## src/rtl/pre_if_stage_if.sv

```systemverilog
// Instruction SRAM request channel between the pre-IF stage and the
// instruction memory (or its bridge).
//
// Signals:
//   inst_sram_req     master->slave  fetch request valid
//   inst_sram_wr      master->slave  write enable (always 0 for fetch)
//   inst_sram_size    master->slave  access size (2'd2 = word)
//   inst_sram_wstrb   master->slave  byte strobes (always 0 for fetch)
//   inst_sram_addr    master->slave  fetch address
//   inst_sram_wdata   master->slave  write data (always 0 for fetch)
//   inst_sram_addr_ok slave->master  request accepted this cycle
interface pre_if_stage_if;
  logic        inst_sram_req;
  logic        inst_sram_wr;
  logic [1:0]  inst_sram_size;
  logic [3:0]  inst_sram_wstrb;
  logic [31:0] inst_sram_addr;
  logic [31:0] inst_sram_wdata;
  logic        inst_sram_addr_ok;

  modport master (
    output inst_sram_req, inst_sram_wr, inst_sram_size, inst_sram_wstrb,
           inst_sram_addr, inst_sram_wdata,
    input  inst_sram_addr_ok
  );

  modport slave (
    input  inst_sram_req, inst_sram_wr, inst_sram_size, inst_sram_wstrb,
           inst_sram_addr, inst_sram_wdata,
    output inst_sram_addr_ok
  );
endinterface

```

## src/rtl/pre_if_stage.sv

```systemverilog
// Pre-IF stage: owns the fetch PC, issues one instruction-SRAM request at a
// time and holds the accepted request as an entry for the fetch stage.
// Redirects (writeback exception/ertn, or a taken branch) either retarget the
// PC directly or, while a request is waiting for addr_ok, are buffered and the
// in-flight request is marked for discard.
//
// Ports:
//   clk, resetn       clock, asynchronous active-low reset
//   fs_allowin        fetch stage can take the held entry this cycle
//   br_bus            {br_taken, br_target[31:0]} from decode
//   ws_to_pfs_bus     {has_int, ex_era, ex_entry, final_ex, ertn_flush}
//   sram              instruction SRAM request channel (master side)
//   pfs_to_fs_valid   held entry valid
//   pfs_to_fs_bus     {discard, adef_ex, pc[31:0]}
//
// Build option: define PFS_ADEF_CHECK_EN to turn a misaligned fetch PC into an
// address-error entry instead of issuing a request. Without it the request
// address is word-aligned by force and adef_ex is always 0.
`ifndef BR_BUS_WD
`define BR_BUS_WD 33
`endif

module pre_if_stage #(
  parameter logic [31:0] RESET_PC = 32'h1c000000
) (
  input  logic                  clk,
  input  logic                  resetn,
  input  logic                  fs_allowin,
  input  logic [`BR_BUS_WD-1:0] br_bus,
  input  logic [66:0]           ws_to_pfs_bus,
  pre_if_stage_if.master        sram,
  output logic                  pfs_to_fs_valid,
  output logic [33:0]           pfs_to_fs_bus
);

  typedef enum logic [1:0] {
    IDLE = 2'd0,
    REQ  = 2'd1,
    HOLD = 2'd2
  } state_t;

  state_t      state, state_nxt;

  logic [31:0] pc_r;
  logic        buf_valid;
  logic [31:0] buf_pc;
  logic        discard_pending;
  logic        hold_discard;
  logic        hold_adef;
  logic [31:0] hold_pc;

  logic        br_taken;
  logic [31:0] br_target;
  logic        final_ex;
  logic        ertn_flush;
  logic [31:0] ex_era;
  logic [31:0] ex_entry;
  logic        redirect;
  logic [31:0] redirect_target;
  logic        misaligned;
  logic        capture;
  logic        unused_has_int;

  assign br_taken       = br_bus[32];
  assign br_target      = br_bus[31:0];
  assign unused_has_int = ws_to_pfs_bus[66];
  assign ex_era         = ws_to_pfs_bus[65:34];
  assign ex_entry       = ws_to_pfs_bus[33:2];
  assign final_ex       = ws_to_pfs_bus[1];
  assign ertn_flush     = ws_to_pfs_bus[0];

  // Writeback redirect has priority over a branch in the same cycle.
  assign redirect        = final_ex | br_taken;
  assign redirect_target = final_ex ? (ertn_flush ? ex_era : ex_entry) : br_target;

`ifdef PFS_ADEF_CHECK_EN
  assign misaligned          = (pc_r[1:0] != 2'b00);
  assign sram.inst_sram_addr = pc_r;
`else
  assign misaligned          = 1'b0;
  assign sram.inst_sram_addr = {pc_r[31:2], 2'b00};
`endif

  assign sram.inst_sram_wr    = 1'b0;
  assign sram.inst_sram_size  = 2'd2;
  assign sram.inst_sram_wstrb = 4'h0;
  assign sram.inst_sram_wdata = 32'h0;

  assign pfs_to_fs_valid = (state == HOLD);
  assign pfs_to_fs_bus   = {hold_discard, hold_adef, hold_pc};

  always_ff @(posedge clk or negedge resetn) begin
    if (!resetn) begin
      state <= IDLE;
    end else begin
      state <= state_nxt;
    end
  end

  // capture: this cycle's REQ ends and its entry moves into the hold register.
  // A misaligned PC (address-error build only) completes without a request.
  always_comb begin
    state_nxt          = state;
    sram.inst_sram_req = 1'b0;
    capture            = 1'b0;
    case (state)
      IDLE: state_nxt = REQ;
      REQ: begin
        if (misaligned) begin
          capture   = 1'b1;
          state_nxt = HOLD;
        end else begin
          sram.inst_sram_req = 1'b1;
          if (sram.inst_sram_addr_ok) begin
            capture   = 1'b1;
            state_nxt = HOLD;
          end
        end
      end
      HOLD: begin
        if (fs_allowin) state_nxt = REQ;
      end
      default: state_nxt = IDLE;
    endcase
  end

  always_ff @(posedge clk or negedge resetn) begin
    if (!resetn) begin
      pc_r            <= RESET_PC;
      buf_valid       <= 1'b0;
      buf_pc          <= 32'h0;
      discard_pending <= 1'b0;
      hold_discard    <= 1'b0;
      hold_adef       <= 1'b0;
      hold_pc         <= 32'h0;
    end else if (capture) begin
      // A redirect in the accepting cycle makes this entry wrong-path too.
      hold_discard    <= discard_pending | redirect;
      hold_adef       <= misaligned;
      hold_pc         <= pc_r;
      buf_valid       <= 1'b0;
      discard_pending <= 1'b0;
      if (redirect)       pc_r <= redirect_target;
      else if (buf_valid) pc_r <= buf_pc;
      else                pc_r <= pc_r + 32'd4;
    end else if (state == REQ) begin
      // The in-flight address must stay stable, so park the target; a later
      // redirect simply overwrites the parked one.
      if (redirect) begin
        buf_pc          <= redirect_target;
        buf_valid       <= 1'b1;
        discard_pending <= 1'b1;
      end
    end else begin
      if (redirect) begin
        pc_r <= redirect_target;
        if (state == HOLD) hold_discard <= 1'b1;
      end
    end
  end

endmodule

```

## src/flat_wrapper.sv

```systemverilog
// flat-port wrapper written by rule: the top's interface ports become plain ports
module pre_if_stage_flat 
#(
  parameter logic [31:0] RESET_PC = 32'h1c000000
)
  (clk, resetn, fs_allowin, br_bus, ws_to_pfs_bus, pfs_to_fs_valid, pfs_to_fs_bus, sram_inst_sram_req, sram_inst_sram_wr, sram_inst_sram_size, sram_inst_sram_wstrb, sram_inst_sram_addr, sram_inst_sram_wdata, sram_inst_sram_addr_ok);
  pre_if_stage_if sram_i ();
  input  logic clk;
  input  logic resetn;
  input  logic fs_allowin;
  input  logic [`BR_BUS_WD-1:0] br_bus;
  input  logic [66:0] ws_to_pfs_bus;
  output logic pfs_to_fs_valid;
  output logic [33:0] pfs_to_fs_bus;
  output wire logic [$bits(sram_i.inst_sram_req)-1:0] sram_inst_sram_req;
  output wire logic [$bits(sram_i.inst_sram_wr)-1:0] sram_inst_sram_wr;
  output wire logic [$bits(sram_i.inst_sram_size)-1:0] sram_inst_sram_size;
  output wire logic [$bits(sram_i.inst_sram_wstrb)-1:0] sram_inst_sram_wstrb;
  output wire logic [$bits(sram_i.inst_sram_addr)-1:0] sram_inst_sram_addr;
  output wire logic [$bits(sram_i.inst_sram_wdata)-1:0] sram_inst_sram_wdata;
  input wire logic [$bits(sram_i.inst_sram_addr_ok)-1:0] sram_inst_sram_addr_ok;
  assign sram_inst_sram_req = sram_i.inst_sram_req;
  assign sram_inst_sram_wr = sram_i.inst_sram_wr;
  assign sram_inst_sram_size = sram_i.inst_sram_size;
  assign sram_inst_sram_wstrb = sram_i.inst_sram_wstrb;
  assign sram_inst_sram_addr = sram_i.inst_sram_addr;
  assign sram_inst_sram_wdata = sram_i.inst_sram_wdata;
  assign sram_i.inst_sram_addr_ok = sram_inst_sram_addr_ok;
  pre_if_stage #(.RESET_PC(RESET_PC)) u_core (.clk(clk), .resetn(resetn), .fs_allowin(fs_allowin), .br_bus(br_bus), .ws_to_pfs_bus(ws_to_pfs_bus), .sram(sram_i), .pfs_to_fs_valid(pfs_to_fs_valid), .pfs_to_fs_bus(pfs_to_fs_bus));
endmodule
```

## config.mk

```make
export PLATFORM = sky130hd
export DESIGN_NAME = pre_if_stage_flat
export DESIGN_NICKNAME = d
export VERILOG_FILES = /design/src/rtl/pre_if_stage_if.sv /design/src/rtl/pre_if_stage.sv /design/src/flat_wrapper.sv
export SDC_FILE = /design/constraint.sdc
export NUM_CORES = 1
export LEC_CHECK = 0
export CAP_MARGIN = 20
export CORE_ASPECT_RATIO = 0.75
export CORE_MARGIN = 8
export CORE_UTILIZATION = 42
export DETAILED_ROUTE_END_ITERATION = 6
export GPL_TIMING_DRIVEN = 1
export PLACE_DENSITY = 0.75
export RECOVER_POWER = 50
export SLEW_MARGIN = 0
export SYNTH_ARGS = -nofsm -noshare
export SYNTH_HDL_FRONTEND = slang
export SYNTH_SLANG_ARGS = --single-unit
```

## constraint.sdc

```tcl
create_clock -name clk -period 1.78 [get_ports clk]
set_input_delay 0.178 -clock clk [delete_from_list [all_inputs] [get_ports clk]]
set_output_delay 0.178 -clock clk [all_outputs]
set_load 0.01 [all_outputs]
```

### Word level (Yosys, flattened, before mapping)

Index checks and enable logic that the tools add are counted.

| cells by class | value |
|---|---|
| mux-type cells | 20 |
| add/sub/neg operators | 1 |
| reductions and logical operators | 9 |
| bitwise operators | 3 |
| eq/ne operators | 5 |

Operators by type and width:

| operator | number |
|---|---|
| $mux 32 | 7 |
| $add 32x3->32 const B | 1 |
| $mux 1 | 10 |
| $pmux 2 s3 | 1 |
| $reduce_and 2->1 | 3 |
| $reduce_and 3->1 | 2 |
| $reduce_bool 2->1 | 3 |
| $mux 2 | 2 |
| $ne 2x2->1 const B | 2 |
| $eq 2x1->1 const B | 1 |
| $eq 2x2->1 const B | 1 |
| $logic_not 2->1 | 1 |
| $ne 2x1->1 const B | 1 |
| $or 1x1->1 | 2 |
| $not 1->1 | 1 |

| word-level totals | value |
|---|---|
| register bits after elaboration | 100 |
| output and inout bits | 107 |

### Longest topological paths before layout

| depth | value |
|---|---|
| depth after elaboration | 5 |
| gate-level depth with buffers | 8 |
| mapped depth without buffers | 6 |

### Worst setup path after synthesis

No wires, ideal clock.

| path | value |
|---|---|
| path type | register to register |
| from | register u_core.pc_r[2] |
| to | register u_core.pc_r[30] |
| stages on the path, launching flop included | 7 |
| period minus slack after synthesis | 1851 ps |
| slack | -71 ps |
| required time | 1693 ps |
| path buffers | 0 |
| arrival time | 1764 ps |
| cells stage by stage | dfrtp_1 ha_1 and3_1 nand4_2 or3_4 o31a_1 o211ai_1 |

| on the way | value |
|---|---|
| longest elaborated chain between the ends | 4 |

Ends and longest elaborated chain:

| element | line | RTL |
|---|---|---|
| from (decl) | pre_if_stage.sv:44 | `logic [31:0] pc_r;` |
| from (signal assigned) | pre_if_stage.sv:143 | `if (redirect) pc_r <= redirect_target;` |
| from (signal assigned) | pre_if_stage.sv:144 | `else if (buf_valid) pc_r <= buf_pc;` |
| from (signal assigned) | pre_if_stage.sv:145 | `else pc_r <= pc_r + 32'd4;` |
| $add 32x3->32 | pre_if_stage.sv:145 |  |
| $mux 32 | pre_if_stage.sv:144 |  |
| $mux 32 | pre_if_stage.sv:143 |  |
| $mux 32 | pre_if_stage.sv:136 | `end else if (capture) begin` |

Every way passes these cells.
A chain may end at the register's enable or synchronous reset.

### Final worst setup path

| path | value |
|---|---|
| from | register u_core.pc_r[2] |
| to | register u_core.pc_r[7] |

The elaborated chain is that of the path after synthesis.

==> summary.txt <==
Route
  • Post-DRT Antenna Nets: 0
  • Via density: 5.271
  • Initial DRC count: 401
  • Post-Route WL: 20.70 mm
  • Pre-Repair DR Iteration Count: 5
  • Drc violations: 0
  • Routed via count: 6019
  • DR WL/cell: 18.13 um

Floorplan
  • Die area: 18940 um^2
  • Area of the core: 14450 um^2
  • Initial core utilization: 0.4288
  • Die Span Y: 121.2 um
  • Die Span X: 156.3 um
  • Std cell rows: 38
  • Ports: 211

STA
  • Pins over their slew limit: 0
  • RSZ-0062 raised after global routing: true
  • Worst Setup Slack, final: -0.1364 ns
  • Final period util: 1.077
  • Slew @ Worst Pin: 0.9420 ns
  • Endpoints failing setup: 11
  • Fmax: 0.5218 GHz
  • Final hold vios: 0
  • WHS: 0.3042 ns
  • Worst rel slew slack: 0.3720
  • Min cycle time layout: 1.916 ns
  • Worst Skew: 0.007463 ns

Hold path
  • Hold Path Class: primary input to register

Synthesis
  • Flop and latch count out of synthesis: 100
  • Seq/Total Area, Yosys: 0.4044
  • Synth area leaders: dfrtp_1 39%, nand2_1 9.3%, buf_4 9.1%
  • Yosys top cell area share: 0.3917
  • Mean area per synthesized cell: 8.667 um^2
  • Yosys warning count: 0
  • Async SR Flop Fraction: 1.000
  • Post-synth EDFFs: 0
  • Cells after synthesis: 715
  • Post-synth top flop: dfrtp_1
  • Yosys cell types: 66
  • Post-synth top area cell: dfrtp_1
  • Mapped cell area: 6197 um^2

Final layout
  • Fill cells: 1267
  • Layout cells sized above 1: 0.2123
  • Area delta synth->final: 45.37%
  • Nets@finish: 1042
  • N_diodes: 0
  • Post-route cell area: 9009 um^2
  • Final core utilization: 0.6233

Global route
  • Largest net degree at the start of global routing: 101
  • Total track usage: 0.2123
  • Vias in the first global route: 5937
  • First-pass GRT wire length: 31.74 mm
  • Antenna violations before repair: 0
  • GR Overflow Total: 0

Status
  • Failing checks: setup timing
  • Status: complete, but fails checks

Power
  • Sequential share of power: 0.311
  • Clock power share: 0.150
  • Static Leak: 4.017 nW
  • PD cells: 1502 nW/um^2
  • P_int: 8.167 mW
  • Switching Share: 0.3963
  • Maximum vdd drop: 0.8134 mV
  • Logic pwr share: 0.538
  • NetSw: 5.362 mW

Clock network
  • CTS Buf Count: 9
  • CTS sink count: 100
  • CTS tree: built
  • Worst-path clk slew: 0.07 ns
  • Clock latency on the worst-skew pair: 0.35 ns
  • H-tree levels: 3
  • Max clock buf depth: 2
  • CTS Root Cell: clkbuf_16

Placement
  • Placed cell area: 8417 um^2
  • Placed wire-length estimate: 15.87 mm
  • GPL Wtd Cong: 0.9734
  • Input/output buffers: 167

Critical path
  • R2r setup slk: -0.14 ns
  • Worst Path Required: 2.03 ns
  • Startpoint Class: register
  • Crit path DAT: 2.17 ns
  • Crit Path Class: register to register
  • Crit path max fanout: 4
  • Critical Path Sink Type: register

Job
  • Max Cap Violations: 0
==> power by group through the flow <==
stage	combinational, mW	sequential (mW)	clock [mW]
floorplan	3.56	4.32	0
global placement	6.82	4.20	0
detailed placement	6.94	4.22	0
CTS	7.06	4.19	2.07
global route	7.89	4.35	2.16
finish	7.28	4.21	2.03
==> cell usage in the layout, fill, tap and decap left out, drive strengths merged, types with 5 or more instances in the layout <==
master / instances
nand2: 153
clkdlybuf4s50: 147
buf: 119
dfrtp: 97
o21ai: 51
conb: 42
a21oi: 39
nor2: 36
mux2i: 35
mux2: 18
nand3: 18
clkbuf: 16
dlygate4sd3: 15
inv: 10
nand4: 10
and3: 9
o22ai: 8
o31ai: 8
nand2b: 7
a2bb2oi: 6
nor3: 5
nor4: 5
nor3b: 5
a221oi: 5
==> repair_timing <==
item	CTS	global route
pin swaps	8	16
gates resized for setup	12	40
buffers inserted	6	5
hold buffers	1	0
hold endpoints to repair	97	0
endpoints found under the setup margin	13	24
==> layer usage <==
metal  up-vias  track usage  share of wire
met5         -            0              0
met4         0      0.05928          0.021
met3        32      0.05089          0.084
met2       261       0.3448           0.47
met1      2883       0.2779           0.42
li1       2843            -              -
==> kinds of logic (layout without fill, tap and decap cells) <==
family | count (synthesis) | in the layout | share of synthesized area
adders and majority gates | 1 | 1 | 0.002019
buffers and inverters | 126 | 313 | 0.1284
DFF | 100 | 100 | 0.4044
AOI/OAI and AO/OA | 163 | 163 | 0.1674
other | 2 | 42 | 0.001212
and+or+nand+nor | 263 | 263 | 0.1975
muxes | 53 | 53 | 0.08924
xor gates and xnor gates | 7 | 7 | 0.009893
==> synthesized netlist by cell type (5+ instances only) <==
cell type,count
and3_1,9
nor2_1,36
nand2b_1,7
o21ai_0,50
mux2i_1,35
o31ai_1,8
inv_1,9
o22ai_1,8
nand3_1,17
dfrtp_1,97
a2bb2oi_1,6
nand4_1,9
a221oi_1,5
buf_2,14
a21oi_1,39
buf_4,75
mux2_2,18
clkbuf_1,21
nand2_1,153
==> final cells by class <==
type | count | area (um^2) | share of cell area
inverters | 10 | 37.54 | 0.004167
clock inverters | 3 | 45.04 | 0.005000
clock buffers | 13 | 260.3 | 0.02889
flip-flops and latches | 100 | 2507 | 0.2783
well taps | 200 | 250.2 | 0.02778
repair buffers | 287 | 2643 | 0.2933
multi-input cells | 529 | 3266 | 0.3625
==> through the flow <==
step                      setup TNS (ns)  power [mW]  worst slack (ns)  instances
after floorplan                 -0.01613       7.879          -0.01613        755
after global placement            -4.262       11.02           -0.1964       1115
after detailed placement          -4.462       11.17           -0.1688       1115
after CTS                        -0.1548       13.32          -0.08498       1138
after global routing              -2.420       14.39           -0.2316       1142
final                            -0.8489       13.53           -0.1364       1142
==> state kept, by name, summed over array words and instances (netlist names) <==
signal,cells
u_core.hold_pc,32
u_core.pc_r,32
u_core.hold_discard,1
u_core.buf_pc,32
u_core.buf_valid,1
u_core.state,2
==> critical path, cell delays in order (launching register included) <==
cell and delay (ns):
dfrtp_1 0.42, buf_4 0.15, buf_6 0.10, and4_2 0.24
buf_4 0.13, a21boi_1 0.19, o31ai_1 0.12, a22o_1 0.23
a221oi_2 0.23
==> worst paths after layout <==
| kind | start | to | cells after the start |
|---|---|---|---|
| setup / recovery | u_core.pc_r[2]$_DFFE_PN0P_ | u_core.pc_r[7]$_DFFE_PN0P_ | 8 |
| hold / removal | ws_to_pfs_bus[1] | u_core.buf_pc[30]$_DFFE_PN0P_ | 3 |
| setup reg to reg | u_core.pc_r[2]$_DFFE_PN0P_ | u_core.pc_r[7]$_DFFE_PN0P_ | 8 |
| hold reg to reg | u_core.hold_pc[8]$_DFFE_PN0P_ | u_core.hold_pc[8]$_DFFE_PN0P_ | 2 |
| max in group asynchronous | resetn | u_core.state[0]$_DFFE_PN0P_ | 3 |
| min in group asynchronous | resetn | u_core.hold_pc[31]$_DFFE_PN0P_ | 3 |
(Power assumes the default switching activity.)
